<file path="src/rtl/l2_port_arbiter.sv">
// l2_port_arbiter: round-robin sharing of the single L2 port between L1I and L1D,
// one registered transaction at a time, with saturating grant counters for debug.
module l2_port_arbiter #(
    parameter int ADDR_WIDTH = 32,
    parameter int LINE_WIDTH = 128,
    parameter int CNT_WIDTH  = 16
) (
    input  logic                  clk,
    input  logic                  rstn,
    input  logic                  read_L1I_L2,
    input  logic [ADDR_WIDTH-1:0] address_L1I_L2,
    output logic                  ready_L2_L1I,
    output logic [LINE_WIDTH-1:0] read_data_L2_L1I,
    input  logic                  read_L1D_L2,
    input  logic                  write_L1D_L2,
    input  logic [ADDR_WIDTH-1:0] address_L1D_L2,
    input  logic [LINE_WIDTH-1:0] write_data_L1D_L2,
    output logic                  ready_L2_L1D,
    output logic [LINE_WIDTH-1:0] read_data_L2_L1D,
    output logic                  read_ARB_L2,
    output logic                  write_ARB_L2,
    output logic [ADDR_WIDTH-1:0] address_ARB_L2,
    output logic [LINE_WIDTH-1:0] write_data_ARB_L2,
    input  logic                  ready_L2_ARB,
    input  logic [LINE_WIDTH-1:0] read_data_L2_ARB,
    output logic [1:0]            grant_state,
    output logic [CNT_WIDTH-1:0]  count_L1I,
    output logic [CNT_WIDTH-1:0]  count_L1D
);
    localparam logic [1:0] IDLE = 2'b00, REQ = 2'b01, RESP = 2'b10;
    logic [1:0] state;
    logic       owner;
    logic       last_grant;
    logic       pend_i, pend_d, pick_d, wr_d;
    // owner/last_grant: 0 = L1I, 1 = L1D; reset leaves last_grant on L1D so L1I wins the first tie
    always_comb begin
        pend_i = read_L1I_L2;
        pend_d = read_L1D_L2 | write_L1D_L2;
        pick_d = pend_d & (~pend_i | ~last_grant);
        wr_d   = pick_d & write_L1D_L2;
        grant_state = (state == IDLE) ? 2'b00 : (state == RESP) ? 2'b11 : owner ? 2'b10 : 2'b01;
    end
    always_ff @(posedge clk or negedge rstn) begin
        if (!rstn) begin
            state             <= IDLE;
            owner             <= 1'b0;
            last_grant        <= 1'b1;
            read_ARB_L2       <= 1'b0;
            write_ARB_L2      <= 1'b0;
            address_ARB_L2    <= '0;
            write_data_ARB_L2 <= '0;
            ready_L2_L1I      <= 1'b0;
            ready_L2_L1D      <= 1'b0;
            read_data_L2_L1I  <= '0;
            read_data_L2_L1D  <= '0;
            count_L1I         <= '0;
            count_L1D         <= '0;
        end else begin
            ready_L2_L1I <= 1'b0;
            ready_L2_L1D <= 1'b0;
            case (state)
                IDLE: if (pend_i | pend_d) begin
                    state          <= REQ;
                    owner          <= pick_d;
                    last_grant     <= pick_d;
                    address_ARB_L2 <= pick_d ? address_L1D_L2 : address_L1I_L2;
                    read_ARB_L2    <= ~wr_d;
                    write_ARB_L2   <= wr_d;
                    if (wr_d) write_data_ARB_L2 <= write_data_L1D_L2;
                end
                REQ: if (ready_L2_ARB) begin
                    state        <= RESP;
                    read_ARB_L2  <= 1'b0;
                    write_ARB_L2 <= 1'b0;
                    ready_L2_L1I <= ~owner;
                    ready_L2_L1D <= owner;
                    if (read_ARB_L2 && owner) read_data_L2_L1D <= read_data_L2_ARB;
                    if (read_ARB_L2 && !owner) read_data_L2_L1I <= read_data_L2_ARB;
                end
                RESP: begin
                    state <= IDLE;
                    if (!owner && !(&count_L1I)) count_L1I <= count_L1I + 1'b1;
                    if (owner && !(&count_L1D)) count_L1D <= count_L1D + 1'b1;
                end
                default: state <= IDLE;
            endcase
        end
    end
endmodule

</file>
<file path="config.mk">
export PLATFORM = sky130hd
export DESIGN_NAME = l2_port_arbiter
export DESIGN_NICKNAME = d
export VERILOG_FILES = /design/src/rtl/l2_port_arbiter.sv
export SDC_FILE = /design/constraint.sdc
export NUM_CORES = 1
export LEC_CHECK = 0
export ABC_AREA = 1
export BUFFER_PORTS_ARGS = -buffer_cell sky130_fd_sc_hd__buf_2
export CAP_MARGIN = 30
export CORE_AREA = 2 2 303 305
export CTS_CLUSTER_SIZE = 25
export DETAILED_ROUTE_END_ITERATION = 10
export DIE_AREA = 0 0 305 307
export HOLD_SLACK_MARGIN = 0.08
export PLACE_DENSITY = 0.49
export SLEW_MARGIN = 20
export SYNTH_ARGS = -nofsm -noshare
export SYNTH_HDL_FRONTEND = slang
export SYNTH_SLANG_ARGS = --single-unit
</file>
<file path="constraint.sdc">
create_clock -name clk -period 2.2 [get_ports clk]
set_input_delay 0.22 -clock clk [delete_from_list [all_inputs] [get_ports clk]]
set_output_delay 0.22 -clock clk [all_outputs]
set_load 0.03 [all_outputs]
</file>
==> flow_summary.json, run 1 <==
{
  "stdcell_area_um2": 29380,
  "relSlewSlack_pct": 59.23,
  "critPathKind": "register to register",
  "max_freq_mhz": 468.9,
  "synthTopCellsByCount": "nand2_1 (683), dfrtp_1 (455), inv_1 (291)",
  "clkSlewWorstSetupHoldPaths_ps": 60,
  "hold_violations": 0,
  "finalNetCount": 3575,
  "clkLatencyLatePin_ps": 620,
  "drt_iter0_drc": 1402,
  "crit_fanout": 37,
  "yosys.area.top_type": "dfrtp_1",
  "period_minus_slack_ps": 2132,
  "pin_count": 780,
  "final_cells": 4479,
  "routed_via_density": 4.032,
  "finClkSkew_ps": 16.64,
  "cp-end-kind": "register",
  "synth-seq-area-share_pct": 61.07,
  "place_area_um2": 24210,
  "cpMostUsedCell": "a21oi_1",
  "crit_path_cell_trace": "inv_1, nand2_1, o21bai_2, buf_4, a21oi_1, a21oi_1, dlygate4sd3_1",
  "synth_edf_count": 0,
  "synth_warnings": 0,
  "crit_family": "buffers and inverters",
  "first_pass_iters": 5,
  "slowest_stage": "dlygate4sd3_1",
  "htreeDepth": 2,
  "rows": 111,
  "core_area_um2": 90690,
  "drive_above_1_share_pct": 28.48,
  "netlist_area_um2": 18690,
  "dp_hpwl_mm": 50.64,
  "area_growth_pct": 57.21,
  "r2r-end": "address_ARB_L2[8]$_DFFE_PN0P_",
  "root_buffer": "clkbuf_16",
  "dieArea_um2": 93640,
  "cts_buffers": 53,
  "rsz0062_at_grt": "yes",
  "routedWlPerCell_um": 15.70,
  "finish.utilization_pct": 32.40,
  "post-synth-top-count-cell": "nand2_1",
  "slowest_delay_ps": 560,
  "powerDensity_nw_per_um2": 1519,
  "r2r_cells": 7,
  "cts.sinks": 456,
  "start_util_pct": 20.61,
  "grt_pass1_vias": 18030,
  "syn_avg_cell_area_um2": 8.700,
  "die_x_um": 305,
  "reg2reg_from": "state[0]$_DFFE_PN0P_",
  "drv_cap": 0,
  "tritoncts": "yes",
  "setup_violations": 0,
  "grt_pass1_wl_mm": 106.8,
  "status": "finished, final reports clean",
  "dp_cells": 4055,
  "path_buf_inv": 3,
  "crit_arrival_ps": 2620,
  "worst_slack_ps": 67.56,
  "port_buffers": 779,
  "ant_nets": 0,
  "hold_path_class": "input pin to asynchronous set/reset pin",
  "gp_congestion": 0.8489,
  "ir_drop_mv": 0.6967,
  "synth_cell_types": 25,
  "maxSlewViolCount": 0,
  "ys_seq_elements": 456,
  "post-place-ws_ps": 245.6,
  "async_reset_ff_share_pct": 100.0,
  "power_w": 0.04463,
  "wirelength_mm": 70.30,
  "total_leakage_power_nw": 15.10,
  "cts_buffer_depth": 3,
  "num_vias": 18060,
  "tightest_slew_ps": 611.5,
  "reg2reg_slack_ps": 70,
  "grt_util_all_layers_pct": 14.42,
  "synth_top_cell_area_share_pct": 60.93,
  "crit_required_ps": 2690,
  "syn_nets": 2476,
  "post-route-period-util_pct": 96.93,
  "synth_ff_type": "dfrtp_1",
  "synthCells": 2148,
  "start_kind": "register",
  "post_cts_buffers": 0,
  "ys_top_cells_by_area": "dfrtp_1 (61%), nand2_1 (14%), o21ai_0 (7.0%)",
  "die_h_um": 307,
  "grt_max_degree": 112,
  "antenna_found_initial": 1,
  "gr-total-overflow": 0,
  "remaining_drc_errors": 0
}
layout make-up:
cell class | count | area, um^2
Tap cell | 1186 | 1484
Sequential cell | 456 | 11410
Timing Repair Buffer | 1162 | 7879
Clock buffer | 74 | 1495
Antenna cell | 3 | 7.507
Inverter | 292 | 1101
Fill cell | 9537 | 61310
Clock inverter | 24 | 405.4
Multi-Input combinational cell | 1282 | 5595
cell usage in the layout, fill, tap and decap left out, types with 3 or more instances in the layout:
cell type      count
nand3b_1           4
inv_1            291
dfrtp_1          455
xor2_1             7
clkbuf_8           9
buf_4             36
clkbuf_1          12
clkbuf_16         53
diode_2            3
a21oi_2            3
buf_12            22
bufinv_16          9
o21ai_0          260
nand3_1          172
buf_2            778
dlygate4sd3_1    323
nor2_1            73
nand2_1          682
clkinv_2           9
a21oi_1           61
nand4_1            5
how the worst max path moves through the flow:
stage,startpoint,endpoint,slack (ps),cells past startpoint
6_report,state[0]$_DFFE_PN0P_,address_ARB_L2[8]$_DFFE_PN0P_,70,7
5_1_grt,state[0]$_DFFE_PN0P_,grant_state[0],-10,4
4_1_cts,state[0]$_DFFE_PN0P_,address_ARB_L2[9]$_DFFE_PN0P_,30,7
3_5_place_dp,count_L1D[0]$_DFFE_PN0P_,count_L1D[15]$_DFFE_PN0P_,250,10
3_3_place_gp,count_L1D[0]$_DFFE_PN0P_,count_L1D[7]$_DFFE_PN0P_,240,10
2_1_floorplan,count_L1I[0]$_DFFE_PN0P_,count_L1I[10]$_DFFE_PN0P_,370,10
metrics by stage:
step	hold WS, ps	setup TNS, ps
floorplan	-75.59	0
global placement	258.0	0
global route	196.2	-13.07
CTS	154.5	0
detailed placement	262.9	0
finish	199.8	0
kinds of logic after synthesis:
kind of cell / count (synthesis) / share of synthesized area (%)
compound gates: 326 / 8.757
xor+xnor: 9 / 0.4218
fa+ha+maj: 2 / 0.1339
flops: 456 / 61.07
buf+inv: 410 / 9.219
simple gates: 945 / 20.40
sequential cells by signal (all words and copies together), names as in the netlist:
name / cells
address_ARB_L2: 32
count_L1D: 16
count_L1I: 16
last_grant: 1
owner: 1
read_ARB_L2: 1
read_data_L2_L1D: 128
read_data_L2_L1I: 128
ready_L2_L1D: 1
ready_L2_L1I: 1
state: 2
write_ARB_L2: 1
write_data_ARB_L2: 128
per-layer routing:
metal | global-route usage [%] | part of all wire [%] | vias up
met5 | 0 | 0 | -
met4 | 5.756 | 3.8 | 0
met3 | 3.542 | 5.9 | 143
met2 | 23.74 | 49 | 515
li1 | - | - | 8860
met1 | 18.11 | 42 | 8541
worst register-to-register path, delay by kind of cell, from the launching register on:
kind | cells | cell delay, ps
AND/OR/NAND/NOR | 1 | 60
AO/OA/AOI/OAI | 3 | 600
buffers and inverters | 3 | 980
flip-flops | 1 | 370
report_power, final:
part           internal, W  total, W  switching [W]
Sequential          0.0123    0.0144        0.00213
Combinational      0.00593    0.0206         0.0147
Clock              0.00583   0.00963        0.00381
what timing repair did:
item                                    in CTS  in global routing
endpoints found under the setup margin       0                 30
gates resized for setup                      0                  7
endpoints found under the hold margin      829                  0
hold buffers                               323                  0
No activity file was read; power rests on OpenSTA's default activity.
==> run 2, diff against run 1 <==
- clock period: 2.2 -> 2.1 ns (I/O delays scaled with it)
==> flow_summary.json, run 2 (same netlist as run 1, synthesis figures left out) <==
{
  "status": "finished, final reports clean",
  "fillCellCount": 9534,
  "crit_fanout": 32,
  "power_frac_comb_pct": 46.3,
  "power_switching_share_pct": 46.84,
  "post-place-ws_ps": 315.3,
  "multi_input_area_um2": 5590,
  "area_growth_pct": 57.32,
  "num_antenna_cells": 0,
  "tns_ps": 0,
  "clockPowerShare_pct": 20.7,
  "power_w": 0.04595,
  "crit_family": "buffers and inverters",
  "first_pass_iters": 6,
  "pin_count": 780,
  "ir_drop_mv": 0.8034,
  "dp_hpwl_mm": 50.98,
  "regArea_um2": 11410,
  "dp_cells": 4065,
  "core_area_um2": 90690,
  "gr-total-overflow": 0,
  "drt_iter0_drc": 1448,
  "grt_util_all_layers_pct": 14.76,
  "cp-end-kind": "register",
  "clkSlewWorstSetupHoldPaths_ps": 60,
  "post_cts_buffers": 0,
  "antenna_found_initial": 1,
  "start_kind": "register",
  "drv_cap": 0,
  "cts.sinks": 456,
  "setup_violations": 0,
  "slowest_stage": "dlygate4sd3_1",
  "remaining_drc_errors": 0,
  "rows": 111,
  "clkLatencyLatePin_ps": 610,
  "grt_pass1_vias": 18070,
  "grt_max_degree": 112,
  "final_cells": 4489,
  "startpoint": "last_grant$_DFFE_PN1P_",
  "period_minus_slack_ps": 1985,
  "routed_via_density": 4.064,
  "min-delay-start": "write_L1D_L2",
  "hold_violations": 0,
  "max_freq_mhz": 503.7,
  "relSlewSlack_pct": 57.75,
  "wirelength_mm": 71.96,
  "worst_slack_ps": 114.6,
  "crit_path_cell_trace": "nand2_1, nand2_1, buf_4, a21oi_1, a21oi_1, dlygate4sd3_1",
  "num_vias": 18250,
  "finalNetCount": 3588,
  "crit_required_ps": 2640,
  "gp_congestion": 0.8574,
  "drive_above_1_share_pct": 28.58,
  "crit_arrival_ps": 2520,
  "maxSlewViolCount": 0,
  "dieArea_um2": 93640,
  "tightest_slew_ps": 633.7,
  "finClkSkew_ps": 21.74,
  "cts_buffers": 54,
  "ant_nets": 0,
  "powerDensity_nw_per_um2": 1563,
  "reg2reg_from": "last_grant$_DFFE_PN1P_",
  "port_buffers": 779,
  "cts_buffer_depth": 3,
  "rsz0062_at_grt": "no",
  "htreeDepth": 2,
  "power_frac_seq_pct": 33.0,
  "p_sw_w": 0.02152,
  "routedWlPerCell_um": 16.03,
  "root_buffer": "clkbuf_16",
  "total_leakage_power_nw": 15.13,
  "path_buf_inv": 2,
  "grt_pass1_wl_mm": 108.6,
  "layout_commonest_cell": "buf_2",
  "critPathKind": "register to register",
  "slowest_delay_ps": 550,
  "hold_path_class": "input pin to register",
  "die_h_um": 307,
  "reg_top3": "read_data_L2_L1D (128), read_data_L2_L1I (128), write_data_ARB_L2 (128)",
  "tritoncts": "yes",
  "die_x_um": 305,
  "start_util_pct": 20.61,
  "layout_common_cells": "buf_2 (776), nand2_1 (681), dfrtp_1 (454)",
  "post-route-period-util_pct": 94.54,
  "p_int_w": 0.02443
}
## run 2: cell count changes in the layout (fill, tap and decap cells not counted), moves of 2 or more
cell        delta
buf_4          +9
bufinv_16      -6
clkbuf_1       +6
clkbuf_8       +6
buf_12         +5
clkinv_2       -5
diode_2        -3
a21oi_1        +2
a21oi_2        -2
buf_2          -2
clkinvlp_4     -2
inv_6          +2
## run 2: worst paths after layout
| path | end | slack (ps) | cells after the start |
|---|---|---|---|
| max in group asynchronous | read_data_L2_L1I[88]$_DFFE_PN0P_ | 730 | 5 |
| min in group asynchronous | state[1]$_DFFE_PN0P_ | 590 | 3 |
| max | address_ARB_L2[12]$_DFFE_PN0P_ | 110 | 6 |
| min | write_data_ARB_L2[14]$_DFFE_PN0P_ | 190 | 6 |
| min reg2reg | write_data_ARB_L2[110]$_DFFE_PN0P_ | 460 | 2 |
| max reg2reg | address_ARB_L2[12]$_DFFE_PN0P_ | 110 | 6 |
## run 2: through the flow
stage | instance area, um^2 | hold slack (ps) | utilization [%]
final | 29400 | 192.2 | 32.42
after floorplan | 18690 | -85.59 | -
after global routing | 29400 | 179.4 | 32.42
after CTS | 29390 | 146.7 | 32.41
after global placement | 24340 | 136.2 | 26.84
after detailed placement | 24340 | 139.8 | 26.84
## run 2: what timing repair did
item / in CTS / in global routing
hold buffers: 325 / 0
setup endpoints to repair: 2 / 3
endpoints found under the hold margin: 728 / 0
resized for setup: 1 / 6
## run 2: power by group through the flow
stage	Sequential (W)	Combinational, W	Clock [W]
floorplan	0.0230	0.00510	0
global placement	0.0152	0.0207	0
detailed placement	0.0152	0.0208	0
CTS	0.0151	0.0214	0.00986
global route	0.0157	0.0228	0.0102
finish	0.0151	0.0213	0.00953
## run 2: area by class of cell
class                           count  share of cell area, %
Sequential cell                   456                  38.82
Timing Repair Buffer             1174                  27.30
Multi-Input combinational cell   1282                  19.01
Clock buffer                       87                  5.528
Tap cell                         1186                  5.047
Inverter                          292                  3.736
Clock inverter                     12                 0.5490
## run 2: routing by layer
metal	routed length [um]	vias to the layer above	GRT usage, %
li1	-	8893	-
met1	29960	8616	18.43
met2	35110	575	24.74
met3	4414	159	3.584
met4	2455	2	5.296
met5	9	-	0
## run 2: tightest hold or removal path: stages
cell and delay [ps]:
buf_2 110, inv_1 80, nor2_4 60, nand2_4 180, nand2_1 70, nand2_1 40
==> run 3, diff against run 2 <==
- ABC_AREA: 1 -> 0
- CORE_AREA: 2 2 303 305 -> 2 2 308 310
- DIE_AREA: 0 0 305 307 -> 0 0 310 312
- PLACE_DENSITY: 0.49 -> default
- clock period: 2.1 -> 2.4 ns (I/O delays scaled with it)
==> flow_summary.json, run 3 <==
{
  "status": "finished, final reports clean",
  "grt_util_all_layers_pct": 12.99,
  "gr-total-overflow": 0,
  "yosys.area_share.simple_pct": 11.46,
  "gp_congestion": 0.8808,
  "synthXorXnorAreaFrac_pct": 1.202,
  "drv_cap": 0,
  "fillCellCount": 9373,
  "r2r-end": "address_ARB_L2[30]$_DFFE_PN0P_",
  "synth_top_family_by_area": "multiplexers",
  "ant_nets": 0,
  "finalNetCount": 2876,
  "area_growth_pct": 58.53,
  "grt_pass1_wl_mm": 96.86,
  "synthCells": 1401,
  "port_buffers": 779,
  "crit_required_ps": 2850,
  "tns_ps": 0,
  "ir_drop_mv": 0.7578,
  "tritoncts": "yes",
  "reg2reg_from": "last_grant$_DFFE_PN1P_",
  "antenna_found_initial": 13,
  "rows": 112,
  "reg2reg_slack_ps": 190,
  "netlist_area_um2": 18210,
  "synthTopCellsByCount": "dfrtp_1 (455), nand2_1 (432), mux2_1 (120), mux2_4 (120), o21ai_0 (36)",
  "synth_warnings": 0,
  "first_pass_iters": 5,
  "ys_seq_elements": 456,
  "grt_max_degree": 72,
  "cp-end-kind": "register",
  "grt_pass1_vias": 15990,
  "hold_path_class": "input pin to asynchronous set/reset pin",
  "ys_top_cells_by_area": "dfrtp_1 (63%), mux2_4 (9.9%), nand2_1 (8.9%)",
  "syn_avg_cell_area_um2": 13.00,
  "setup_violations": 0,
  "synth_adder_area_share_pct": 0.1374,
  "routed_via_density": 3.945,
  "reg_top3": "read_data_L2_L1D (128), read_data_L2_L1I (128), write_data_ARB_L2 (128)",
  "powerDensity_nw_per_um2": 1393,
  "synth_top_cell_area_share_pct": 62.51,
  "remaining_drc_errors": 0,
  "post-route-period-util_pct": 92.23,
  "final_cells": 3853,
  "drt_iter0_drc": 905,
  "layout_common_cells": "buf_2 (778), dfrtp_1 (455), nand2_1 (431)",
  "rsz0062_at_grt": "no",
  "yosys.area.top_type": "dfrtp_1",
  "syn_nets": 1729,
  "tightest_slew_ps": 632.9,
  "routedWlPerCell_um": 17.03,
  "dieArea_um2": 96720,
  "synth_compound_area_share_pct": 1.504,
  "clkSlewWorstSetupHoldPaths_ps": 60,
  "drive_above_1_share_pct": 41.38,
  "post-synth-top-count-cell": "dfrtp_1",
  "num_vias": 15200,
  "pin_count": 780,
  "critPathKind": "register to register",
  "synth_ff_type": "dfrtp_1",
  "synth_cell_types": 47,
  "root_buffer": "clkbuf_16",
  "clkLatencyLatePin_ps": 600,
  "start_kind": "register",
  "crit_fanout": 16,
  "htreeDepth": 2,
  "core_area_um2": 93050,
  "synth_edf_count": 0,
  "r2r_cells": 6,
  "dp_hpwl_mm": 47.37,
  "cts_buffer_depth": 3,
  "hold_violations": 0,
  "cts.sinks": 456,
  "power_w": 0.04022,
  "cts_buffers": 51,
  "stdcell_area_um2": 28870,
  "synth_mux_area_share_pct": 20.30,
  "place_area_um2": 23860,
  "finish.utilization_pct": 31.03,
  "synth-seq-area-share_pct": 62.66,
  "wirelength_mm": 65.62,
  "period_minus_slack_ps": 2214,
  "die_h_um": 312,
  "dp_cells": 3421,
  "async_reset_ff_share_pct": 100.0,
  "die_x_um": 310,
  "total_leakage_power_nw": 15.01,
  "max_freq_mhz": 451.8,
  "layout_commonest_cell": "buf_2",
  "finClkSkew_ps": 12.55,
  "crit_arrival_ps": 2670,
  "relSlewSlack_pct": 57.81,
  "maxSlewViolCount": 0,
  "start_util_pct": 19.57
}
-- run 3: cell count changes after synthesis, moves of 120 or more --
| cell | change |
|---|---|
| inv_1 | -288 |
| mux2_1 | +120 |
| nand2_1 | -251 |
| o21ai_0 | -224 |
| nand3_1 | -162 |
| mux2_4 | +120 |
-- run 3: per-stage QoR --
| step | worst slack [ps] | hold WS (ps) |
|---|---|---|
| 2_1_floorplan | 499.5 | -55.59 |
| 3_3_place_gp | 450.0 | 247.4 |
| 3_5_place_dp | 387.4 | 248.1 |
| 4_1_cts | 244.2 | 148.3 |
| 5_1_grt | 32.31 | 191.3 |
| 6_report | 186.4 | 214.8 |
-- run 3: critical path, cell delays in order (launching register included) --
cell	delay, ps
dfstp_2	370
nand2_1	130
o21a_2	280
buf_4	340
mux2i_1	260
dlygate4sd3_1	580
o21ai_0	80
-- run 3: layout make-up --
| cell class | instances | area, um^2 | share of cell area [%] |
|---|---|---|---|
| flip-flops and latches | 456 | 11410 | 39.52 |
| repair buffers | 1163 | 7787 | 26.97 |
| multi-input cells | 872 | 6356 | 22.01 |
| well taps | 1254 | 1569 | 5.434 |
| clock buffers | 79 | 1554 | 5.382 |
| clock inverters | 14 | 152.6 | 0.5287 |
| diodes | 11 | 27.53 | 0.09533 |
| inverters | 4 | 15.01 | 0.05200 |
-- run 3: how the worst max path moves through the flow --
stage	slack, ps	start	endpoint
after CTS	240	last_grant$_DFFE_PN1P_	address_ARB_L2[15]$_DFFE_PN0P_
after detailed placement	390	state[1]$_DFFE_PN0P_	read_data_L2_L1I[31]$_DFFE_PN0P_
after global routing	30	last_grant$_DFFE_PN1P_	address_ARB_L2[30]$_DFFE_PN0P_
after floorplan	500	count_L1D[0]$_DFFE_PN0P_	count_L1D[5]$_DFFE_PN0P_
final	190	last_grant$_DFFE_PN1P_	address_ARB_L2[30]$_DFFE_PN0P_
after global placement	450	state[1]$_DFFE_PN0P_	read_data_L2_L1I[20]$_DFFE_PN0P_
-- run 3: cells by family after synthesis --
| group | Yosys count |
|---|---|
| xor gates and xnor gates | 25 |
| adders and majority gates | 2 |
| and+or+nand+nor | 503 |
| AOI/OAI and AO/OA | 50 |
| DFF | 456 |
| muxes | 292 |
| buffers and inverters | 73 |
-- run 3: layer usage --
metal	vias to the layer above	wire, um	GRT usage, %
li1	6984	-	-
met1	7370	25310	14.72
met3	155	5880	4.157
met5	-	0	0
met2	690	31930	22.19
met4	0	2504	5.786
-- run 3: timing repair --
item,4_1_cts,5_1_grt
endpoints found under the setup margin,0,0
setup buffers,0,0
hold buffers,328,0
gates resized for setup,0,0
endpoints found under the hold margin,797,0
-- run 3: power by group --
group	internal (W)	leakage [nW]	total, W	switching (W)
Combinational	0.00646	8.56	0.0188	0.0124
Clock	0.00467	0.841	0.00793	0.00326
Sequential	0.0113	5.61	0.0135	0.00218
